$ cat src/rtl/program_loader_pkg.sv
// Purpose: shared constants for the program loader (sync bytes, widths, FSM encodings).
// Latency: n/a (declarations only).
// Backpressure: n/a.
package program_loader_pkg;

    localparam int         DATA_WIDTH_DEF = 16;
    localparam int         ADDR_WIDTH_DEF = 8;
    localparam logic [7:0] MAGIC0_DEF     = 8'hA5;
    localparam logic [7:0] MAGIC1_DEF     = 8'h5A;

    // Encodings are kept numeric and ordered so the "frame in progress"
    // window (SYNC1..CSUM) is a contiguous range.
    localparam logic [3:0] ST_SYNC0   = 4'd0;
    localparam logic [3:0] ST_SYNC1   = 4'd1;
    localparam logic [3:0] ST_CNT_HI  = 4'd2;
    localparam logic [3:0] ST_CNT_LO  = 4'd3;
    localparam logic [3:0] ST_PAYLOAD = 4'd4;
    localparam logic [3:0] ST_WRITE   = 4'd5;
    localparam logic [3:0] ST_CSUM    = 4'd6;
    localparam logic [3:0] ST_DONE    = 4'd7;
    localparam logic [3:0] ST_ERROR   = 4'd8;

    // True while a frame is being received; only then may the idle timer run.
    function automatic logic in_frame(input logic [3:0] st);
        return (st >= ST_SYNC1) && (st <= ST_CSUM);
    endfunction

endpackage

$ cat src/rtl/program_loader_if.sv
// Purpose: byte-stream input plus instruction-memory write port and load status of the loader.
// Latency: n/a (wiring only).
// Backpressure: rx_valid/rx_ready handshake; the imem side has no backpressure.
interface program_loader_if #(
    parameter int DATA_WIDTH = 16,
    parameter int ADDR_WIDTH = 8
) ();
    logic                  rx_valid;
    logic [7:0]            rx_data;
    logic                  rx_ready;
    logic                  imem_we;
    logic [ADDR_WIDTH-1:0] imem_addr;
    logic [DATA_WIDTH-1:0] imem_opcode;
    logic [DATA_WIDTH-1:0] imem_operand;
    logic                  cpu_hold;
    logic                  load_done;
    logic                  load_error;

    // Byte source and observer of the memory port / status.
    modport master (
        output rx_valid, rx_data,
        input  rx_ready, imem_we, imem_addr, imem_opcode, imem_operand,
               cpu_hold, load_done, load_error
    );

    // The loader itself.
    modport slave (
        input  rx_valid, rx_data,
        output rx_ready, imem_we, imem_addr, imem_opcode, imem_operand,
               cpu_hold, load_done, load_error
    );
endinterface

$ cat src/rtl/loader_timeout.sv
// Purpose: idle-cycle watchdog between accepted bytes of a frame.
// Latency: expired rises TIMEOUT_CYCLES-1 enabled cycles after the last clear.
// Backpressure: none; clear has priority, counter holds at zero while disabled.
module loader_timeout #(
    parameter int TIMEOUT_CYCLES = 100000
) (
    input  logic clk,
    input  logic reset,
    input  logic clear,
    input  logic enable,
    output logic expired
);
    localparam int CW = $clog2(TIMEOUT_CYCLES + 1);

    logic [CW-1:0] cnt;

    assign expired = enable && (cnt == CW'(TIMEOUT_CYCLES - 1));

    // Count idle enabled cycles; restart on every accepted byte or when idle-disabled.
    always_ff @(posedge clk or posedge reset) begin
        if (reset) begin
            cnt <= '0;
        end else if (clear || !enable) begin
            cnt <= '0;
        end else if (!expired) begin
            cnt <= cnt + CW'(1);
        end
    end
endmodule

$ cat src/rtl/program_loader.sv
// Purpose: parse framed program image bytes, write instruction words to imem, gate core reset.
// Latency: imem_we strobes the cycle after the last byte of a word; status updates on the CSUM byte edge.
// Backpressure: rx_ready drops for exactly the one WRITE cycle of each word.
module program_loader
    import program_loader_pkg::*;
#(
    parameter int         DATA_WIDTH     = DATA_WIDTH_DEF,
    parameter int         ADDR_WIDTH     = ADDR_WIDTH_DEF,
    parameter logic [7:0] MAGIC0         = MAGIC0_DEF,
    parameter logic [7:0] MAGIC1         = MAGIC1_DEF,
    parameter int         TIMEOUT_CYCLES = 100000
) (
    input  logic            clk,
    input  logic            reset,
    program_loader_if.slave bus
);
    localparam int          WORD_W   = 2 * DATA_WIDTH;
    localparam int          BPW      = WORD_W / 8;
    localparam int          IDXW     = $clog2(BPW);
    localparam logic [16:0] CAPACITY = 17'(1) << ADDR_WIDTH;

    logic [3:0]            state;
    logic [7:0]            count_hi;
    logic [15:0]           words_left;
    logic [IDXW-1:0]       byte_idx;
    logic [WORD_W-9:0]     asm_reg;
    logic [7:0]            csum;
    logic [ADDR_WIDTH-1:0] imem_addr;
    logic [DATA_WIDTH-1:0] imem_opcode;
    logic [DATA_WIDTH-1:0] imem_operand;
    logic                  cpu_hold;
    logic                  load_done;
    logic                  load_error;

    logic                  accept;
    logic                  expired;
    logic [16:0]           count_full;
    logic [WORD_W-1:0]     asm_next;

    assign bus.rx_ready     = (state != ST_WRITE);
    assign bus.imem_we      = (state == ST_WRITE);
    assign bus.imem_addr    = imem_addr;
    assign bus.imem_opcode  = imem_opcode;
    assign bus.imem_operand = imem_operand;
    assign bus.cpu_hold     = cpu_hold;
    assign bus.load_done    = load_done;
    assign bus.load_error   = load_error;

    assign accept     = bus.rx_valid && (state != ST_WRITE);
    assign count_full = {1'b0, count_hi, bus.rx_data};
    assign asm_next   = {asm_reg, bus.rx_data};

    loader_timeout #(
        .TIMEOUT_CYCLES(TIMEOUT_CYCLES)
    ) u_timeout (
        .clk    (clk),
        .reset  (reset),
        .clear  (accept),
        .enable (in_frame(state)),
        .expired(expired)
    );

    // Frame FSM with its datapath: count, word assembly, XOR checksum and status registers.
    always_ff @(posedge clk or posedge reset) begin
        if (reset) begin
            state        <= ST_SYNC0;
            count_hi     <= '0;
            words_left   <= '0;
            byte_idx     <= '0;
            asm_reg      <= '0;
            csum         <= '0;
            imem_addr    <= '0;
            imem_opcode  <= '0;
            imem_operand <= '0;
            cpu_hold     <= 1'b1;
            load_done    <= 1'b0;
            load_error   <= 1'b0;
        end else if (accept && bus.rx_data == MAGIC0 &&
                     (state == ST_SYNC0 || state == ST_DONE || state == ST_ERROR)) begin
            // Start of a new frame: hold the core and forget the previous status.
            state      <= ST_SYNC1;
            csum       <= '0;
            cpu_hold   <= 1'b1;
            load_done  <= 1'b0;
            load_error <= 1'b0;
        end else if (!accept && expired) begin
            state      <= ST_ERROR;
            cpu_hold   <= 1'b1;
            load_done  <= 1'b0;
            load_error <= 1'b1;
        end else begin
            case (state)
                ST_SYNC1: begin
                    if (accept) begin
                        if (bus.rx_data == MAGIC1) begin
                            state <= ST_CNT_HI;
                        end else if (bus.rx_data != MAGIC0) begin
                            state <= ST_SYNC0;
                        end
                    end
                end
                ST_CNT_HI: begin
                    if (accept) begin
                        count_hi <= bus.rx_data;
                        state    <= ST_CNT_LO;
                    end
                end
                ST_CNT_LO: begin
                    if (accept) begin
                        if (count_full == 17'd0) begin
                            state <= ST_CSUM;
                        end else if (count_full > CAPACITY) begin
                            state      <= ST_ERROR;
                            load_error <= 1'b1;
                        end else begin
                            state      <= ST_PAYLOAD;
                            words_left <= count_full[15:0];
                            imem_addr  <= '0;
                            byte_idx   <= '0;
                            csum       <= '0;
                        end
                    end
                end
                ST_PAYLOAD: begin
                    if (accept) begin
                        csum <= csum ^ bus.rx_data;
                        if (byte_idx == IDXW'(BPW - 1)) begin
                            byte_idx     <= '0;
                            imem_opcode  <= asm_next[WORD_W-1:DATA_WIDTH];
                            imem_operand <= asm_next[DATA_WIDTH-1:0];
                            words_left   <= words_left - 16'd1;
                            state        <= ST_WRITE;
                        end else begin
                            asm_reg  <= asm_next[WORD_W-9:0];
                            byte_idx <= byte_idx + IDXW'(1);
                        end
                    end
                end
                ST_WRITE: begin
                    // Address advances only when another word follows, so it never wraps
                    // past the last slot of a full-capacity image.
                    if (words_left == 16'd0) begin
                        state <= ST_CSUM;
                    end else begin
                        state     <= ST_PAYLOAD;
                        imem_addr <= imem_addr + ADDR_WIDTH'(1);
                    end
                end
                ST_CSUM: begin
                    if (accept) begin
                        if (bus.rx_data == csum) begin
                            state     <= ST_DONE;
                            cpu_hold  <= 1'b0;
                            load_done <= 1'b1;
                        end else begin
                            state      <= ST_ERROR;
                            load_error <= 1'b1;
                        end
                    end
                end
                ST_SYNC0, ST_DONE, ST_ERROR: begin
                    // Non-MAGIC0 bytes are dropped while hunting or parked.
                end
                default: begin
                    state    <= ST_SYNC0;
                    cpu_hold <= 1'b1;
                end
            endcase
        end
    end
endmodule

$ cat src/flat_wrapper.sv
// flat-port wrapper written by rule: the top's interface ports become plain ports
module program_loader_flat import program_loader_pkg::*;
#(
    parameter int         DATA_WIDTH     = DATA_WIDTH_DEF,
    parameter int         ADDR_WIDTH     = ADDR_WIDTH_DEF,
    parameter logic [7:0] MAGIC0         = MAGIC0_DEF,
    parameter logic [7:0] MAGIC1         = MAGIC1_DEF,
    parameter int         TIMEOUT_CYCLES = 100000
)
  (clk, reset, bus_rx_valid, bus_rx_data, bus_rx_ready, bus_imem_we, bus_imem_addr, bus_imem_opcode, bus_imem_operand, bus_cpu_hold, bus_load_done, bus_load_error);
  program_loader_if #(.DATA_WIDTH(DATA_WIDTH), .ADDR_WIDTH(ADDR_WIDTH)) bus_i ();
  input  logic clk;
  input  logic reset;
  input wire logic [$bits(bus_i.rx_valid)-1:0] bus_rx_valid;
  input wire logic [$bits(bus_i.rx_data)-1:0] bus_rx_data;
  output wire logic [$bits(bus_i.rx_ready)-1:0] bus_rx_ready;
  output wire logic [$bits(bus_i.imem_we)-1:0] bus_imem_we;
  output wire logic [$bits(bus_i.imem_addr)-1:0] bus_imem_addr;
  output wire logic [$bits(bus_i.imem_opcode)-1:0] bus_imem_opcode;
  output wire logic [$bits(bus_i.imem_operand)-1:0] bus_imem_operand;
  output wire logic [$bits(bus_i.cpu_hold)-1:0] bus_cpu_hold;
  output wire logic [$bits(bus_i.load_done)-1:0] bus_load_done;
  output wire logic [$bits(bus_i.load_error)-1:0] bus_load_error;
  assign bus_i.rx_valid = bus_rx_valid;
  assign bus_i.rx_data = bus_rx_data;
  assign bus_rx_ready = bus_i.rx_ready;
  assign bus_imem_we = bus_i.imem_we;
  assign bus_imem_addr = bus_i.imem_addr;
  assign bus_imem_opcode = bus_i.imem_opcode;
  assign bus_imem_operand = bus_i.imem_operand;
  assign bus_cpu_hold = bus_i.cpu_hold;
  assign bus_load_done = bus_i.load_done;
  assign bus_load_error = bus_i.load_error;
  program_loader #(.DATA_WIDTH(DATA_WIDTH), .ADDR_WIDTH(ADDR_WIDTH), .MAGIC0(MAGIC0), .MAGIC1(MAGIC1), .TIMEOUT_CYCLES(TIMEOUT_CYCLES)) u_core (.clk(clk), .reset(reset), .bus(bus_i));
endmodule
$ cat config.mk
export PLATFORM = sky130hd
export DESIGN_NAME = program_loader_flat
export DESIGN_NICKNAME = d
export VERILOG_FILES = /design/src/rtl/program_loader_pkg.sv /design/src/rtl/program_loader_if.sv /design/src/rtl/loader_timeout.sv /design/src/rtl/program_loader.sv /design/src/flat_wrapper.sv
export SDC_FILE = /design/constraint.sdc
export NUM_CORES = 1
export LEC_CHECK = 0
export ABC_AREA = 1
export CAP_MARGIN = 15
export CORE_ASPECT_RATIO = 1.25
export CORE_MARGIN = 5
export CORE_UTILIZATION = 39
export CTS_BUF_LIST = sky130_fd_sc_hd__clkbuf_2 sky130_fd_sc_hd__clkbuf_4 sky130_fd_sc_hd__clkbuf_8
export DETAILED_ROUTE_END_ITERATION = 7
export GPL_TIMING_DRIVEN = 0
export PLACE_DENSITY = 0.68
export SLEW_MARGIN = 20
export SYNTH_ARGS = -nofsm -noshare
export SYNTH_HDL_FRONTEND = slang
export SYNTH_HIERARCHICAL = 1
export SYNTH_SLANG_ARGS = --single-unit
$ cat constraint.sdc
create_clock -name clk -period 5.55 [get_ports clk]
set_clock_uncertainty 0.15 [all_clocks]
set_input_delay 1.11 -clock clk [delete_from_list [all_inputs] [get_ports clk]]
set_output_delay 1.11 -clock clk [all_outputs]
set_load 0.02 [all_outputs]
==> results of run 1 <==
## power by group through the flow
stage / clock (mW) / sequential (mW) / combinational [mW]
6_report: 0.719 / 1.18 / 0.925
4_1_cts: 0.742 / 1.18 / 0.929
3_5_place_dp: 0 / 1.20 / 0.926
3_3_place_gp: 0 / 1.20 / 0.905
2_1_floorplan: 0 / 1.18 / 0.698
5_1_grt: 0.784 / 1.21 / 1.06
## routing by layer
layer  routed length, um  part of all wire  GRT usage  up-vias
met4                 596             0.037     0.0819        0
met3                 569             0.035     0.0351       34
met5                   0                 0          0        -
met2                8090              0.50      0.291      125
li1                    -                 -          -     2997
met1                7060              0.43      0.201     2742
## cells in the mapped netlist, drive strengths merged
library cell	n	area share
clkbuf	4	0.0022
xnor2	8	0.010
dfrtp	121	0.44
a21oi	10	0.0079
dfstp	1	0.0039
nor2	113	0.074
nand4	16	0.015
nand3b	2	0.0022
ha	5	0.0092
nor3	9	0.0083
buf	18	0.025
nand3	58	0.051
o21ai	96	0.078
clkinv	1	0.00073
or2	3	0.0028
o21bai	1	0.0011
xor2	4	0.0051
nor3b	1	0.0011
a31o	1	0.0013
nand2	325	0.20
a211oi	1	0.0011
inv	102	0.057
## path summary, 6_finish.rpt
path / startpoint / end / cells past startpoint
setup / recovery: u_core/state[3] / bus_rx_ready / 6
hold / removal: u_core/asm_reg[23] / u_core/bus.imem_opcode[15] / 2
setup reg to reg: u_core/state[0] / u_core/state[1] / 15
hold reg to reg: u_core/asm_reg[23] / u_core/bus.imem_opcode[15] / 2
max in group asynchronous: reset / u_core/bus.imem_operand[3] / 3
min in group asynchronous: reset / u_core/words_left[2] / 2
## cells by family after synthesis
kind of cell,after synthesis
buf+inv,125
flops,122
fa+ha+maj,5
compound gates,109
xor+xnor,12
simple gates,527
## through the flow
stage,area (sq um),hold WS (ns)
finish,8030,0.322
global route,8030,0.358
CTS,8030,0.327
detailed placement,7670,0.309
global placement,7640,0.305
floorplan,6810,0.292
## worst max-delay path, cell delays in order, from the launching register on
cell	delay, ns
dfrtp_1	0.46
inv_2	0.09
nand2_2	0.06
nor2_4	0.23
inv_4	0.07
buf_2	0.19
clkdlybuf4s50_1	0.55
## cell type report
cell class / count / area [sq um] / share of cell area
repair buffers: 56 / 578 / 0.0720
plain buffers: 22 / 188 / 0.0234
multi-input cells: 653 / 3170 / 0.395
clock inverters: 14 / 115 / 0.0143
clock buffers: 18 / 241 / 0.0301
well taps: 224 / 280 / 0.0349
flip-flops and latches: 122 / 3050 / 0.380
inverters: 103 / 400 / 0.0499
## layout by cell type, fill, tap and decap left out, types with 8 or more instances in the layout
| cell | instances |
|---|---|
| clkdlybuf4s50_1 | 55 |
| o21ai_1 | 39 |
| o21ai_2 | 10 |
| inv_2 | 12 |
| inv_1 | 87 |
| dfrtp_1 | 121 |
| xnor2_1 | 8 |
| clkbuf_8 | 17 |
| nand4_1 | 16 |
| nor3_1 | 8 |
| nor2_1 | 99 |
| nand2_1 | 297 |
| nand2_2 | 23 |
| nand3_1 | 50 |
| a21oi_1 | 9 |
| o21ai_0 | 46 |
| buf_6 | 10 |
==> flow_metrics.env, run 1 <==
export IMPL_rows=54
export IMPL_h_tree_depth=4
export IMPL_ys_seq_elements=122
export IMPL_via_count=5898
export IMPL_grt_pass1_vias=5628
export IMPL_crit_arrival_ns=2.09
export IMPL_yosys_warnings=6
export IMPL_switching_share=0.398
export IMPL_core_area_sq_um=17300
export IMPL_status="finished, final reports clean"
export IMPL_pwr_share_seq=0.419
export IMPL_fmax_ghz=0.298
export IMPL_finalNetCount=991
export IMPL_pre_cts_slack_ns=2.12
export IMPL_synthesis_nets=916
export IMPL_die_y_um=158
export IMPL_synth_xor_area_share=0.0154
export IMPL_antenna_left=0
export IMPL_worst_slack_ns=2.20
export IMPL_synth_adder_area_share=0.00919
export IMPL_syn_to_final_growth_pct=17.9
export IMPL_finalPower_mw=2.83
export IMPL_root_buffer="clkbuf_8"
export IMPL_rrSetupSlack_ns=2.74
export IMPL_drt_wirelength_per_cell_um=13.5
export IMPL_ys_types=41
export IMPL_p_leak_nw=3.87
export IMPL_synth_area_sq_um=6810
export IMPL_grt_antenna_before_repair=0
export IMPL_hold_viol=0
export IMPL_p_int_mw=1.70
export IMPL_critPathKind="flop to output pin"
export IMPL_syn_inst=900
export IMPL_grt_pass1_wl_um=27500
export IMPL_utilization=0.464
export IMPL_rsz0062_at_grt="false"
export IMPL_largest_reg_flops=24
export IMPL_avgSynthCellArea_sq_um=7.56
export IMPL_fillers=1794
export IMPL_critPathLaunchType="flop"
export IMPL_layout_drive_gt1_share=0.137
export IMPL_synth_simple_area_share=0.352
export IMPL_die_area_sq_um=20200
export IMPL_firstDrtPassIters=5
export IMPL_grt_usage=0.169
export IMPL_report_final_slew_viol_count=0
export IMPL_drc=0
export IMPL_clock_path_buffers=2
export IMPL_cts_setup_buffers=0
export IMPL_totalWireLength_um=16300
export IMPL_io_buffer_count=55
export IMPL_cts_tree="done"
export IMPL_worstPathRequired_ns=4.29
export IMPL_yosysSeqAreaShare=0.449
export IMPL_combPwrFrac=0.327
export IMPL_p_clk_frac=0.254
export IMPL_p_per_area_nw_per_um2=352
export IMPL_io_pins=56
export IMPL_gp_congestion=0.921
export IMPL_synth_top_family_by_area="simple AND/OR/NAND/NOR gates"
export IMPL_via_per_inst=4.87
export IMPL_cts_resized_gates=0
export IMPL_finalCritPeriodShare=0.604
export IMPL_power_switching_mw=1.12
export IMPL_ir_drop_uv=209
export IMPL_synthMuxAreaShare=0
export IMPL_synth_compound_area_share=0.0891
export IMPL_hold_buffers=0
export IMPL_cts_clk_slew_worst_paths_ns=0.08
export IMPL_initial_utilization=0.394
export IMPL_cap_violations=0
export IMPL_drt_iter0_markers=329
export IMPL_overflow=0
export IMPL_final_cells=1212
export IMPL_grt_start_max_net_pins=70
export IMPL_post_route_min_period_ns=3.35
export IMPL_finalSetupViolations=0
export IMPL_crit_path_end_kind="output pin"
export IMPL_cp_max_fo=10
export IMPL_tns_ns=0
export IMPL_cts_buffers=17
export IMPL_worst_pin_slew_ns=0.686
export IMPL_clk_latency_ns=0.44
export IMPL_num_antenna_cells=0
export IMPL_cts_sinks=122
export IMPL_dp_hpwl_um=12100
export IMPL_relSlewSlack=0.542
export IMPL_dp_cells=1180
export IMPL_hp_class="flop to flop"
export IMPL_chipWidth_um=128
Power figures use the tool's default switching activity.
==> inputs of run 2 (changes only) <==
- clock period: 5.55 -> 3.2 ns (I/O delays scaled with it)
==> run 2 against run 1 <==
  * Sequential power increased by 74%
  * Highest routed layer unchanged
  * Cell area is 0.76% higher
  * Critical path type unchanged
  * Flip-flop and latch count stayed put
  * Clock power is 84% higher
  * Via count decreased by 1.2%
  * Total power grew 76%
  * First-iteration DRC count is 7.0% lower
  * Cell count is 0.17% higher
  * Worst setup slack lost 1.9 ns
  * Register-to-register slack got worse by 2.4 ns
  * Hold slack worse by 0.0056 ns
  * Die area unchanged
==> flow_metrics.env, run 2 (same netlist as run 1, synthesis figures left out) <==
export IMPL_status="finished, final reports clean"
export IMPL_crit_arrival_ns=2.10
export IMPL_hold_viol=0
export IMPL_placed_cell_area_sq_um=7700
export IMPL_dp_hpwl_um=12200
export IMPL_overflow=0
export IMPL_clk_latency_ns=0.44
export IMPL_drt_iter0_markers=306
export IMPL_cp_top_family="buffers and inverters"
export IMPL_finalCritPeriodShare=0.904
export IMPL_post_route_min_period_ns=2.89
export IMPL_worst_pin_slew_ns=0.655
export IMPL_critPathLaunchType="flop"
export IMPL_pwr_share_seq=0.412
export IMPL_grt_antenna_before_repair=0
export IMPL_finalSetupViolations=0
export IMPL_crit_slowest_cell="clkdlybuf4s50_1"
export IMPL_p_leak_nw=3.90
export IMPL_largest_reg_flops=24
export IMPL_critPathKind="flop to output pin"
export IMPL_min_to="u_core/bus.cpu_hold"
export IMPL_final_area_sq_um=8090
export IMPL_rrSetupSlack_ns=0.34
export IMPL_antenna_left=0
export IMPL_whs_path_depth=2
export IMPL_worst_path_buf_inv=4
export IMPL_pre_cts_slack_ns=0.236
export IMPL_chipWidth_um=128
export IMPL_grt_pass1_wl_um=27600
export IMPL_via_count=5826
export IMPL_power_switching_mw=2.00
export IMPL_layout_drive_gt1_share=0.138
export IMPL_drt_wirelength_per_cell_um=13.3
export IMPL_r2r_start="u_core/state[0]"
export IMPL_cp_max_fo=10
export IMPL_cts_clk_slew_worst_paths_ns=0.08
export IMPL_switching_share=0.402
export IMPL_crit_path_end_kind="output pin"
export IMPL_clock_path_buffers=2
export IMPL_p_clk_frac=0.265
export IMPL_rows=54
export IMPL_reg2reg_depth=15
export IMPL_relSlewSlack=0.563
export IMPL_cap_violations=0
export IMPL_fmax_ghz=0.346
export IMPL_combPwrFrac=0.323
export IMPL_path_cells="inv_2 -> nand2_2 -> nor2_4 -> inv_4 -> buf_2 -> clkdlybuf4s50_1"
export IMPL_io_buffer_count=55
export IMPL_layout_commonest_cell="nand2_1"
export IMPL_p_per_area_nw_per_um2=615
export IMPL_final_cell_mix="297 x nand2_1, 121 x dfrtp_1, 99 x nor2_1, 87 x inv_1, 55 x clkdlybuf4s50_1"
export IMPL_worst_slack_ns=0.307
export IMPL_cts_resized_gates=0
export IMPL_initial_utilization=0.394
export IMPL_hold_buffers=0
export IMPL_hp_class="flop to flop"
export IMPL_grt_pass1_vias=5712
export IMPL_cts_tree="done"
export IMPL_grt_usage=0.170
export IMPL_ir_drop_uv=311
export IMPL_gp_congestion=0.920
export IMPL_firstDrtPassIters=5
export IMPL_cpPeakStageDelay_ns=0.56
export IMPL_report_final_slew_viol_count=0
export IMPL_grt_start_max_net_pins=34
export IMPL_syn_to_final_growth_pct=18.8
export IMPL_cts_sinks=122
export IMPL_core_area_sq_um=17300
export IMPL_hold_start="u_core/bus.cpu_hold"
export IMPL_totalWireLength_um=16100
export IMPL_io_pins=56
export IMPL_p_int_mw=2.98
export IMPL_via_per_inst=4.80
export IMPL_num_antenna_cells=0
export IMPL_root_buffer="clkbuf_8"
export IMPL_finalNetCount=993
export IMPL_rsz0062_at_grt="false"
export IMPL_cts_setup_buffers=0
export IMPL_cts_buffers=17
export IMPL_die_area_sq_um=20200
export IMPL_worstPathRequired_ns=2.41
export IMPL_die_y_um=158
export IMPL_h_tree_depth=4
export IMPL_drc=0
export IMPL_r2r_end="u_core/state[0]"
[run 2: worst min-delay path, delay by kind of cell (launching register included)]
family | cells | cell delay, ns
DFF | 1 | 0.37
and+or+nand+nor | 2 | 0.09
[run 2: worst max-delay path by stage]
stage | slack, ns | from | endpoint | depth (start not counted)
after floorplan | 0.86 | u_core/state[0] | u_core/words_left[2] | 16
after global placement | -0.03 | reset | u_core/bus.imem_opcode[10] | 2
after detailed placement | 0.24 | bus_rx_data[2] | u_core/bus.imem_addr[1] | 13
after CTS | 0.25 | u_core/state[3] | bus_rx_ready | 6
after global routing | 0.13 | u_core/state[0] | u_core/state[1] | 15
final | 0.31 | u_core/state[3] | bus_rx_ready | 6
[run 2: final cells by class]
class                           instances  area (sq um)
Inverter                              103           399
Clock buffer                           17           234
Clock inverter                         15           153
Tap cell                              224           280
Multi-Input combinational cell        653          3170
Sequential cell                       122          3050
Timing Repair Buffer                   58           611
Fill cell                            1757          9210
Buffer                                 22           188
[run 2: through the flow]
step | hold slack (ns) | std cells | power, mW | TNS [ns] | utilization
3_5_place_dp | 0.303 | 1182 | 3.69 | 0 | 0.445
2_1_floorplan | 0.292 | 900 | 3.26 | 0 | -
3_3_place_gp | 0.299 | 1179 | 3.65 | -2.02 | 0.442
6_report | 0.316 | 1214 | 4.98 | 0 | 0.468
4_1_cts | 0.316 | 1214 | 5.03 | 0 | 0.468
5_1_grt | 0.342 | 1214 | 5.38 | 0 | 0.468
[run 2: power by group through the flow]
stage | Combinational, mW | Clock (mW) | Sequential (mW)
global placement | 1.58 | 0 | 2.07
floorplan | 1.21 | 0 | 2.05
CTS | 1.62 | 1.36 | 2.05
finish | 1.61 | 1.32 | 2.05
global route | 1.85 | 1.44 | 2.09
detailed placement | 1.61 | 0 | 2.08
[run 2: routing by layer]
| layer | vias to the layer above | GRT usage | wire, um |
|---|---|---|---|
| li1 | 3006 | - | - |
| met1 | 2689 | 0.198 | 6940 |
| met2 | 102 | 0.297 | 8070 |
| met3 | 29 | 0.0415 | 625 |
| met4 | 0 | 0.0708 | 512 |
| met5 | - | 0 | 0 |
==> inputs of run 3 (changes only) <==
- CORE_MARGIN: 5 -> unset
==> run 3 against run 2 <==
  * Critical path depth stayed put
  * Worst setup slack gained 0.021 ns
  * Cell area is essentially flat
  * Global-route usage up 2.7 points
  * Non-clock buffer count stayed put
  * Die area shrank 11%
  * Via count is 0.43% higher
  * Sequential power about the same
  * Clock-buffer cell count is the same
  * First-iteration DRC count shrank 13%
  * Combinational power is essentially flat
==> flow_metrics.env, run 3 (same netlist as run 1, synthesis figures left out) <==
export IMPL_grt_pass1_vias=5681
export IMPL_crit_arrival_ns=2.08
export IMPL_core_area_sq_um=17000
export IMPL_drt_wirelength_per_cell_um=13.4
export IMPL_rsz0062_at_grt="false"
export IMPL_startpoint="u_core/state[3]"
export IMPL_grt_usage=0.197
export IMPL_firstDrtPassIters=4
export IMPL_worst_path_buf_inv=4
export IMPL_cts_clk_slew_worst_paths_ns=0.09
export IMPL_hold_buffers=0
export IMPL_totalWireLength_um=16200
export IMPL_via_count=5851
export IMPL_post_route_min_period_ns=2.87
export IMPL_antenna_left=0
export IMPL_p_per_area_nw_per_um2=622
export IMPL_cap_violations=0
export IMPL_io_pins=56
export IMPL_layout_drive_gt1_share=0.138
export IMPL_crit_path_end_kind="output pin"
export IMPL_hold_viol=0
export IMPL_dp_cells=1178
export IMPL_initial_utilization=0.401
export IMPL_drc=0
export IMPL_cp_max_fo=10
export IMPL_cts_tree="done"
export IMPL_fmax_ghz=0.348
export IMPL_relSlewSlack=0.553
export IMPL_rows=53
export IMPL_finalNetCount=993
export IMPL_clock_path_buffers=2
export IMPL_cts_resized_gates=0
export IMPL_via_per_inst=4.84
export IMPL_grt_start_max_net_pins=35
export IMPL_largest_reg_flops=24
export IMPL_die_y_um=150
export IMPL_status="finished, final reports clean"
export IMPL_rrSetupSlack_ns=0.36
export IMPL_grt_antenna_before_repair=0
export IMPL_p_leak_nw=3.91
export IMPL_endpoint="bus_rx_ready"
export IMPL_r2r_end="u_core/state[3]"
export IMPL_fillers=1703
export IMPL_final_cell_mix="297 x nand2_1, 121 x dfrtp_1, 99 x nor2_1, 87 x inv_1, 55 x clkdlybuf4s50_1"
export IMPL_drt_iter0_markers=267
export IMPL_cts_sinks=122
export IMPL_layout_commonest_cell="nand2_1"
export IMPL_grt_pass1_wl_um=28000
export IMPL_r2r_start="u_core/state[0]"
export IMPL_gp_congestion=0.896
export IMPL_num_antenna_cells=0
export IMPL_cts_setup_buffers=0
export IMPL_tns_ns=0
export IMPL_worst_pin_slew_ns=0.670
export IMPL_h_tree_depth=4
export IMPL_cp_top_family="buffers and inverters"
export IMPL_io_buffer_count=55
export IMPL_final_cells=1210
export IMPL_clk_latency_ns=0.44
export IMPL_reg2reg_depth=14
export IMPL_finalCritPeriodShare=0.898
export IMPL_cp_depth=6
export IMPL_die_area_sq_um=18000
export IMPL_overflow=0
export IMPL_path_cells="inv_2 -> nand2_2 -> nor2_4 -> inv_4 -> buf_2 -> clkdlybuf4s50_1"
export IMPL_report_final_slew_viol_count=0
export IMPL_syn_to_final_growth_pct=18.8
export IMPL_worstPathRequired_ns=2.41
export IMPL_chipWidth_um=120
export IMPL_critPathKind="flop to output pin"
export IMPL_root_buffer="clkbuf_8"
export IMPL_critPathLaunchType="flop"
export IMPL_cts_buffers=17
export IMPL_finalSetupViolations=0
export IMPL_cpPeakStageDelay_ns=0.55
export IMPL_dp_hpwl_um=12100
export IMPL_hp_class="flop to flop"
export IMPL_crit_slowest_cell="clkdlybuf4s50_1"
export IMPL_ir_drop_uv=313
[run 3: cell types whose count changed in the layout (fill, tap and decap cells not counted), sizes merged]
cell | previous run | this run
bufinv | 0 | 1
clkinv | 4 | 5
clkinvlp | 4 | 3
inv | 110 | 109
[run 3: worst min-delay path by stage]
stage	slack, ns	cells after the start	startpoint	endpoint
6_report	0.33	2	u_core/bus.imem_opcode[12]	u_core/bus.imem_opcode[12]
5_1_grt	0.36	2	u_core/asm_reg[22]	u_core/bus.imem_opcode[14]
4_1_cts	0.34	2	u_core/bus.imem_opcode[12]	u_core/bus.imem_opcode[12]
3_5_place_dp	0.31	2	u_core/bus.imem_opcode[12]	u_core/bus.imem_opcode[12]
3_3_place_gp	0.31	2	u_core/asm_reg[22]	u_core/bus.imem_opcode[14]
2_1_floorplan	0.29	2	u_core/asm_reg[18]	u_core/bus.imem_opcode[10]
[run 3: report_power, final]
group	internal [mW]	leakage, nW	total (mW)	switching [mW]
logic	0.568	2.06	1.61	1.04
registers	1.83	1.65	2.06	0.231
clock network	0.644	0.195	1.36	0.718
total	3.04	3.91	5.03	1.99
[run 3: worst min-delay path, stage by stage, from the launching register on]
cell	delay [ns]
dfrtp_1	0.35
nand2_1	0.05
nand2_1	0.05
[run 3: cell type report]
cell class | instances | area [sq um] | share of cell area
Multi-Input combinational cell | 653 | 3170 | 0.392
Sequential cell | 122 | 3050 | 0.378
Timing Repair Buffer | 58 | 611 | 0.0755
Inverter | 103 | 399 | 0.0494
Tap cell | 220 | 275 | 0.0340
Clock buffer | 17 | 234 | 0.0289
Buffer | 22 | 188 | 0.0232
Clock inverter | 15 | 156 | 0.0193
[run 3: per-layer routing]
metal  vias up  global-route usage  part of all wire
li1       3000                   -                 -
met2        94               0.341              0.50
met5         -                   0                 0
met1      2740               0.245              0.45
met3        17              0.0373             0.027
met4         0              0.0644             0.016
[run 3: stage by stage]
stage | cell area, sq um | hold WS, ns | setup WS (ns) | power (mW) | util
after global placement | 7640 | 0.307 | 0.0182 | 3.64 | 0.450
after floorplan | 6810 | 0.292 | 0.857 | 3.26 | -
after detailed placement | 7700 | 0.314 | 0.208 | 3.69 | 0.453
after global routing | 8090 | 0.358 | 0.0266 | 5.41 | 0.476
after CTS | 8090 | 0.338 | 0.286 | 5.07 | 0.476
final | 8090 | 0.331 | 0.328 | 5.03 | 0.476
